## config.mk

```make
export PLATFORM = sky130hd
export DESIGN_NAME = cache_ahb_fill_ctrl
export DESIGN_NICKNAME = d
export VERILOG_FILES = /design/src/rtl/cache_ahb_pkg.sv /design/src/rtl/cache_burst_addr_gen.sv /design/src/rtl/cache_ahb_fill_ctrl.sv
export SDC_FILE = /design/constraint.sdc
export NUM_CORES = 1
export LEC_CHECK = 0
export CAP_MARGIN = 20
export CORE_UTILIZATION = 31
export CTS_CLUSTER_DIAMETER = 150
export DETAILED_ROUTE_END_ITERATION = 10
export PLACE_DENSITY_LB_ADDON = 0.1
export REMOVE_ABC_BUFFERS = 1
export SETUP_SLACK_MARGIN = 0.02
export SKIP_CTS_REPAIR_TIMING = 1
export SYNTH_ARGS = -nofsm -noshare
export SYNTH_HDL_FRONTEND = slang
export SYNTH_HIERARCHICAL = 1
export SYNTH_SLANG_ARGS = --single-unit
```

## constraint.sdc

```tcl
create_clock -name i_hclk -period 1.69 [get_ports i_hclk]
set_clock_uncertainty 0.1 [all_clocks]
set_input_delay 0.507 -clock i_hclk [delete_from_list [all_inputs] [get_ports i_hclk]]
set_output_delay 0.507 -clock i_hclk [all_outputs]
set_load 0.05 [all_outputs]
```

## src/rtl/cache_ahb_pkg.sv

```systemverilog
// Shared AHB-Lite encodings and the fill-controller state type.
package cache_ahb_pkg;

  localparam logic [1:0] HTRANS_IDLE   = 2'b00;
  localparam logic [1:0] HTRANS_NONSEQ = 2'b10;
  localparam logic [1:0] HTRANS_SEQ    = 2'b11;

  localparam logic [2:0] HBURST_WRAP4  = 3'b010;
  localparam logic [2:0] HBURST_INCR4  = 3'b011;
  localparam logic [2:0] HBURST_WRAP8  = 3'b100;
  localparam logic [2:0] HBURST_INCR8  = 3'b101;
  localparam logic [2:0] HBURST_WRAP16 = 3'b110;
  localparam logic [2:0] HBURST_INCR16 = 3'b111;

  localparam logic [2:0] HSIZE_WORD    = 3'h2;

  typedef enum logic [2:0] {
    ST_IDLE,
    ST_ADDR,
    ST_BURST,
    ST_LAST,
    ST_ERR
  } fill_state_e;

  // Fixed-length burst code for a line of line_words words.
  function automatic logic [2:0] hburst_enc(input int line_words, input logic wrap);
    logic [2:0] enc;
    case (line_words)
      8:       enc = wrap ? HBURST_WRAP8  : HBURST_INCR8;
      16:      enc = wrap ? HBURST_WRAP16 : HBURST_INCR16;
      default: enc = wrap ? HBURST_WRAP4  : HBURST_INCR4;
    endcase
    return enc;
  endfunction

endpackage

```

## src/rtl/cache_burst_addr_gen.sv

```systemverilog
// Beat address generator: loads the burst start address, steps the low
// line-index bits modulo the line size, and flags the final address phase.
module cache_burst_addr_gen
  import cache_ahb_pkg::*;
#(
  parameter int ADDR_W     = 30,
  parameter int LINE_WORDS = 4,
  parameter int WRAP_BURST = 1
) (
  input  logic              i_hclk,
  input  logic              i_hnreset,
  input  logic              load,
  input  logic              step,
  input  logic [ADDR_W-1:0] start_addr,
  output logic [ADDR_W-1:0] addr,
  output logic              last_beat
);

  localparam int IDX_W = $clog2(LINE_WORDS);

  logic [ADDR_W-1:0] addr_reg;
  logic [ADDR_W-1:0] addr_load;
  logic [ADDR_W-1:0] addr_step;
  logic [IDX_W-1:0]  beat_reg;
  logic [IDX_W-1:0]  low_inc;

  // Low bits roll over inside the line, so neither mode ever leaves it.
  assign low_inc = addr_reg[IDX_W-1:0] + IDX_W'(1);

  genvar gi;
  generate
    for (gi = 0; gi < ADDR_W; gi++) begin : g_bit
      if (gi < IDX_W) begin : g_low
        assign addr_step[gi] = low_inc[gi];
        // INCR bursts start at the line base; WRAP bursts at the missed word.
        if (WRAP_BURST != 0) begin : g_wrap
          assign addr_load[gi] = start_addr[gi];
        end else begin : g_incr
          assign addr_load[gi] = 1'b0;
        end
      end else begin : g_high
        assign addr_step[gi] = addr_reg[gi];
        assign addr_load[gi] = start_addr[gi];
      end
    end
  endgenerate

  // Address and beat counter: load on request acceptance, step on each accepted address phase.
  always_ff @(posedge i_hclk or negedge i_hnreset) begin
    if (!i_hnreset) begin
      addr_reg <= '0;
      beat_reg <= '0;
    end else if (load) begin
      addr_reg <= addr_load;
      beat_reg <= '0;
    end else if (step) begin
      addr_reg <= addr_step;
      beat_reg <= beat_reg + IDX_W'(1);
    end
  end

  assign addr      = addr_reg;
  assign last_beat = (beat_reg == IDX_W'(LINE_WORDS - 1));

endmodule

```

## src/rtl/cache_ahb_fill_ctrl.sv

```systemverilog
// AHB-Lite read master that refills one cache line per miss as a single
// fixed-length WRAP or INCR burst and streams the words back to the cache.
module cache_ahb_fill_ctrl
  import cache_ahb_pkg::*;
#(
  parameter int         ADDR_W     = 30,
  parameter int         LINE_WORDS = 4,
  parameter int         WRAP_BURST = 1,
  parameter logic [3:0] HPROT      = 4'h1
) (
  input  logic                          i_hclk,
  input  logic                          i_hnreset,
  input  logic                          i_req,
  input  logic [ADDR_W-1:0]             i_addr,
  output logic                          o_ready,
  output logic [31:0]                   o_rdata,
  output logic                          o_rvalid,
  output logic [$clog2(LINE_WORDS)-1:0] o_rword,
  output logic                          o_done,
  output logic                          o_err,
  output logic                          o_hsel,
  output logic [31:0]                   o_haddr,
  output logic                          o_hwrite,
  output logic [2:0]                    o_hsize,
  output logic [2:0]                    o_hburst,
  output logic [3:0]                    o_hprot,
  output logic [1:0]                    o_htrans,
  output logic [3:0]                    o_hmaster,
  output logic                          o_hready,
  output logic [31:0]                   o_hwdata,
  input  logic                          i_hready,
  input  logic                          i_hresp,
  input  logic [31:0]                   i_hrdata
);

  localparam int IDX_W = $clog2(LINE_WORDS);

  fill_state_e       state_reg;
  fill_state_e       state_next;
  logic              load;
  logic              step;
  logic              last_beat;
  logic [ADDR_W-1:0] beat_addr;
  logic [IDX_W-1:0]  dword_reg;

  cache_burst_addr_gen #(
    .ADDR_W     (ADDR_W),
    .LINE_WORDS (LINE_WORDS),
    .WRAP_BURST (WRAP_BURST)
  ) u_addr_gen (
    .i_hclk     (i_hclk),
    .i_hnreset  (i_hnreset),
    .load       (load),
    .step       (step),
    .start_addr (i_addr),
    .addr       (beat_addr),
    .last_beat  (last_beat)
  );

  // State register.
  always_ff @(posedge i_hclk or negedge i_hnreset) begin
    if (!i_hnreset) state_reg <= ST_IDLE;
    else            state_reg <= state_next;
  end

  // Line index of the beat now in its data phase (captured as its address phase is accepted).
  always_ff @(posedge i_hclk or negedge i_hnreset) begin
    if (!i_hnreset)  dword_reg <= '0;
    else if (step)   dword_reg <= beat_addr[IDX_W-1:0];
  end

  // Next-state and bus/cache-side strobes. An ERROR seen on its first (hready=0)
  // cycle moves to ERR so the remaining beats are cancelled with IDLE.
  always_comb begin
    state_next = state_reg;
    o_ready    = 1'b0;
    o_htrans   = HTRANS_IDLE;
    o_rvalid   = 1'b0;
    o_done     = 1'b0;
    o_err      = 1'b0;
    load       = 1'b0;
    step       = 1'b0;
    case (state_reg)
      ST_IDLE: begin
        o_ready = 1'b1;
        if (i_req) begin
          load       = 1'b1;
          state_next = ST_ADDR;
        end
      end
      ST_ADDR: begin
        o_htrans = HTRANS_NONSEQ;
        if (i_hready) begin
          step       = 1'b1;
          state_next = ST_BURST;
        end
      end
      ST_BURST: begin
        o_htrans = HTRANS_SEQ;
        if (i_hready && !i_hresp) begin
          o_rvalid = 1'b1;
          step     = 1'b1;
          if (last_beat) state_next = ST_LAST;
        end else if (i_hready) begin
          // Error response already in its second cycle: finish at once.
          o_done     = 1'b1;
          o_err      = 1'b1;
          state_next = ST_IDLE;
        end else if (i_hresp) begin
          state_next = ST_ERR;
        end
      end
      ST_LAST: begin
        if (i_hready) begin
          o_rvalid   = !i_hresp;
          o_done     = 1'b1;
          o_err      = i_hresp;
          state_next = ST_IDLE;
        end else if (i_hresp) begin
          state_next = ST_ERR;
        end
      end
      ST_ERR: begin
        if (i_hready) begin
          o_done     = 1'b1;
          o_err      = 1'b1;
          state_next = ST_IDLE;
        end
      end
      default: state_next = ST_IDLE;
    endcase
  end

  assign o_rdata   = o_rvalid ? i_hrdata : 32'h0;
  assign o_rword   = dword_reg;
  assign o_hsel    = (o_htrans != HTRANS_IDLE);
  assign o_haddr   = {beat_addr, 2'b00};
  assign o_hwrite  = 1'b0;
  assign o_hsize   = HSIZE_WORD;
  assign o_hburst  = hburst_enc(LINE_WORDS, WRAP_BURST != 0);
  assign o_hprot   = HPROT;
  assign o_hmaster = 4'h0;
  assign o_hready  = i_hready;
  assign o_hwdata  = 32'h0;

endmodule

```

# --- Word-level counts from Yosys, hierarchy flattened ---
# Index checks and enable logic that the tools add are counted.
word_totals:
  regBits: 37
op_classes:
  n_reduce_logical: 7
  eq_ne: 9
  n_mux: 26
  add_sub_neg: 2
ops:
  columns: ["op", "n"]
  rows:
  - ["$mux W32", 1]
  - ["$mux W30", 1]
  - ["$mux W3", 7]
  - ["$pmux W3 S5", 1]
  - ["$mux W1", 8]
  - ["$eq A3 B2 Y1 const B", 2]
  - ["$mux W2", 3]
  - ["$ne A2 B2 Y1 const B", 3]
  - ["$pmux W1 S2", 3]
  - ["$add A2 B1 Y2 const B", 2]
  - ["$pmux W2 S2", 1]
  - ["$reduce_and A4 Y1", 1]
  - ["$reduce_bool A2 Y1", 2]
  - ["$eq A3 B1 Y1 const B", 1]
  - ["$eq A3 B3 Y1 const B", 1]
  - ["$logic_not A3 Y1", 1]
  - ["$ne A3 B3 Y1 const B", 1]
  - ["$pmux W1 S3", 1]
  - ["$eq A2 B2 Y1 const B", 1]
  - ["$reduce_or A2 Y1", 1]
  - ["$logic_and A1 B1 Y1", 1]
  - ["$logic_not A1 Y1", 1]

# --- Depth between registers and ports, before layout ---
depth:
  depth_word: 6
  depth_mapped: 7

# --- Modules after synthesis ---
# The synthesis kept the hierarchy.
by_module_without_submodules:
  columns: ["mod", "instances", "area_each_um2", "seq_area_each_um2", "cells_per_inst"]
  rows:
  - ["cache_burst_addr_gen", 1, 1343.8, 800.8, 76]
  - ["cache_ahb_fill_ctrl", 1, 1096.1, 125.1, 144]

# --- Worst setup path before layout ---
# Ideal clock, no wire load.
synth_path:
  kind: "reg2out"
  startpoint: "register state_reg[2]"
  endpoint: "output port o_done"
  required_time_ps: 1083
  arrival_ps: 1841
  stages_incl_launch_ff: 5
  setup_slack_ps: -758
  n_path_buf: 1
  cell_sequence: "dfrtp_1 > buf_6 > nor2b_1 > o21ai_0 > a21boi_0"
synth_via:
  elab_chain_cells: 3
synth_rtl:
  columns: ["element", "line", "text"]
  rows:
  - ["start, declared", "cache_ahb_fill_ctrl.sv:38", "fill_state_e state_reg;"]
  - ["start signal, assigned", "cache_ahb_fill_ctrl.sv:63", "else state_reg <= state_next;"]
  - ["$eq A3 B3 Y1 or $eq A3 B2 Y1 (tied branches)", "cache_ahb_fill_ctrl.sv:83", "case (state_reg)"]
  - ["$reduce_or A2 Y1 (no source line)", null, null]
  - ["$pmux W1 S2 *", "cache_ahb_fill_ctrl.sv:83", null]
  - ["end, declared", "cache_ahb_fill_ctrl.sv:19", "output logic o_done,"]
# Mark *: on every way between the ends. The rest lies on a longest branch, timed or not.

# --- Final worst setup path ---
layout_path:
  startpoint: "register state_reg[2]"
  endpoint: "output port o_rdata[16]"
layout_via:
  elab_chain_cells: 3
layout_rtl:
  columns: ["element", "line", "text"]
  rows:
  - ["$eq A3 B2 Y1", "cache_ahb_fill_ctrl.sv:83", null]
  - ["$pmux W1 S2 *", "cache_ahb_fill_ctrl.sv:83", null]
  - ["$mux W32 *", "cache_ahb_fill_ctrl.sv:134", "assign o_rdata = o_rvalid ? i_hrdata : 32'h0;"]
  - ["end, declared", "cache_ahb_fill_ctrl.sv:16", "output logic [31:0] o_rdata,"]
# Marked as above.

==> impl_metrics.json <==
{
  "drc": 0,
  "power_density_nw_per_um2": 1840,
  "synth_flop_cell": "dfrtp_1",
  "rsz0062_at_grt": "yes",
  "critPathTopFamily": "flip-flops",
  "drt_pass1_iterations": 4,
  "cts_made_buffers": 5,
  "antennaDiodeCount": 0,
  "core_um2": 7450,
  "clock-root-buffer": "clkbuf_8",
  "syn_area_um2": 2440,
  "ios": 188,
  "die_area_um2": 8230,
  "viasPerCell": 4.30,
  "synthArstFlopShare_pct": 100,
  "synth_edf_count": 0,
  "largest_register_ffs": 30,
  "crit_fanout": 15,
  "ys_seq_elements": 37,
  "worstSkewPairLatency_ns": 0.28,
  "num_rows": 31,
  "routedWlPerCell_um": 14.6,
  "cpPeakStageDelay_ns": 0.46,
  "drv_slew": 0,
  "cpMaxStageDelayCell": "dfrtp_2",
  "start_util_pct": 32.8,
  "violations": "negative setup slack",
  "io_buffers": 138,
  "placedInstanceArea_um2": 4590,
  "timing.fmax_mhz": 469,
  "hold_path.class": "in -> async",
  "ctsHtreeMaxLevel": 2,
  "avgSynthCellArea_um2": 11.1,
  "yosysTopAreaCell": "dfrtp_1",
  "synth_area_leaders": "dfrtp_1 (38%), buf_4 (16%), mux2_4 (15%)",
  "antenna_found_initial": 0,
  "r2r_start": "state_reg[2]",
  "grt_pass1_wl_um": 10200,
  "areaGrowthSynthToFinish_pct": 107,
  "r2r_cells": 6,
  "final_nets": 452,
  "gp_congestion": 0.752,
  "clk_pin_slew_ns": 0.08,
  "final_cell_area_um2": 5040,
  "path_depth": 4,
  "drtIter0Drc": 45,
  "start_kind": "register",
  "crit_path_frequent_cell": "buf_12",
  "vias": 2081,
  "arrival_ns": 1.52,
  "drv_cap": 0,
  "required_ns": 1.08,
  "drt.antenna.violating_nets": 0,
  "cts_tree": "done",
  "power_mw": 9.28,
  "drive_gt1_share_pct": 48.8,
  "setup.worst_path.class": "reg -> out",
  "peakVddDrop_uv": 1040,
  "die_h_um": 90.7,
  "dpl.hpwl_um": 5070,
  "cp-end-kind": "output pin",
  "grt_max_degree": 38,
  "synth_warnings": 6,
  "crit_chain": "nor2b_4, buf_12, and3_1, buf_12",
  "hold_viol_final": 0,
  "status": "finished, violations left",
  "r2r_end": "u_addr_gen/addr[11]",
  "worstSetupEndpoint": "o_rdata[16]",
  "yosys.cell_types.count": 34,
  "reg2reg_slack_ns": -0.24,
  "drt-total-wl_um": 7090,
  "timing.final.crit_share_pct": 126,
  "clkSinkCount": 37,
  "yosysSeqAreaShare_pct": 37.9,
  "crit_start": "state_reg[2]",
  "period_minus_slack_ns": 2.13,
  "grt_use_total_pct": 15.6,
  "netlist_instances": 220,
  "worst_slack_ns": -0.442,
  "setup_violations": 69,
  "path_buf_inv": 2,
  "post-synth-top-area-fraction_pct": 37.9,
  "grt.overflow.total": 0,
  "grt_pass1_vias": 1920,
  "total_leakage_power_nw": 2.31,
  "die_x_um": 90.7,
  "clock_path_buffers": 2
}
cells in the mapped netlist, types with 2 or more instances:
| library cell | n |
|---|---|
| dfrtp_1 | 37 |
| buf_4 | 53 |
| mux2_4 | 25 |
| o2bb2ai_1 | 4 |
| mux2_2 | 3 |
| and3_1 | 31 |
| nor2_1 | 16 |
| mux2i_1 | 2 |
| clkbuf_1 | 2 |
| buf_6 | 6 |
| xnor2_1 | 3 |
| nand2_1 | 4 |
| o21ai_0 | 4 |
| nor2b_1 | 4 |
| nor3_1 | 2 |
| and3_2 | 2 |
| a221oi_2 | 2 |
| buf_8 | 3 |
| conb_1 | 2 |
routing by layer:
| layer | global-route usage [%] | part of all wire [%] |
|---|---|---|
| met1 | 18.4 | 39 |
| met2 | 28.8 | 56 |
| met3 | 3.70 | 4.4 |
| met4 | 2.42 | 0.47 |
| met5 | 0 | 0 |
kinds of logic after synthesis:
group,after synthesis,synth area share [%]
AOI/OAI and AO/OA,14,4.72
xor gates and xnor gates,3,1.08
adders and majority gates,1,0.513
buffers and inverters,66,21.6
DFF,37,37.9
muxes,30,17.6
other,2,0.308
and+or+nand+nor,67,16.3
metrics by stage:
step	hold slack (ns)	cells	TNS (ns)	setup slack, ns	util, %
2_1_floorplan	0.111	202	-65.63	-1.57	-
3_3_place_gp	0.387	465	-32.41	-0.628	61.6
3_5_place_dp	0.385	465	-33.08	-0.653	61.6
4_1_cts	0.0642	473	-27.91	-0.658	62.9
5_1_grt	0.0763	484	-26.25	-0.508	67.7
6_report	0.0633	484	-21.12	-0.442	67.7
cells in the final DEF (no fill, tap or decap), types with 3 or more instances in the layout:
| cell type | instances |
|---|---|
| clkdlybuf4s50_1 | 63 |
| clkbuf_8 | 6 |
| and3_4 | 21 |
| mux2_2 | 3 |
| buf_6 | 6 |
| nand2_1 | 4 |
| buf_4 | 21 |
| conb_1 | 49 |
| mux2_4 | 25 |
| and3_1 | 10 |
| dfrtp_2 | 3 |
| dfrtp_1 | 34 |
| o2bb2ai_1 | 4 |
| o21ai_0 | 3 |
| nor2b_1 | 3 |
| buf_12 | 78 |
| clkbuf_16 | 4 |
| nor2_1 | 14 |
cell type report:
cell class	count	area, um^2
multi-input cells	164	1340
well taps	99	124
clock buffers	6	82.6
inverters	1	6.26
flip-flops and latches	37	930
clock inverters	2	13.8
repair buffers	175	2550
fillers	563	2400
where the power goes:
part           leakage [nW]  switching [mW]  internal (mW)
clock network        0.0512           0.320          0.331
registers             0.438           0.540           1.33
logic                  1.82            3.26           3.50
worst min path at each step:
stage | from | end | cells after the start
3_3_place_gp | i_hnreset | u_addr_gen/addr[2] | 2
3_5_place_dp | i_hnreset | u_addr_gen/addr[2] | 2
4_1_cts | i_hnreset | u_addr_gen/addr[2] | 2
6_report | i_hnreset | u_addr_gen/addr[14] | 2
5_1_grt | i_hnreset | u_addr_gen/addr[14] | 2
2_1_floorplan | i_hnreset | o_rword[0] | 0
Note: power is estimated with default switching activity, not from simulation.
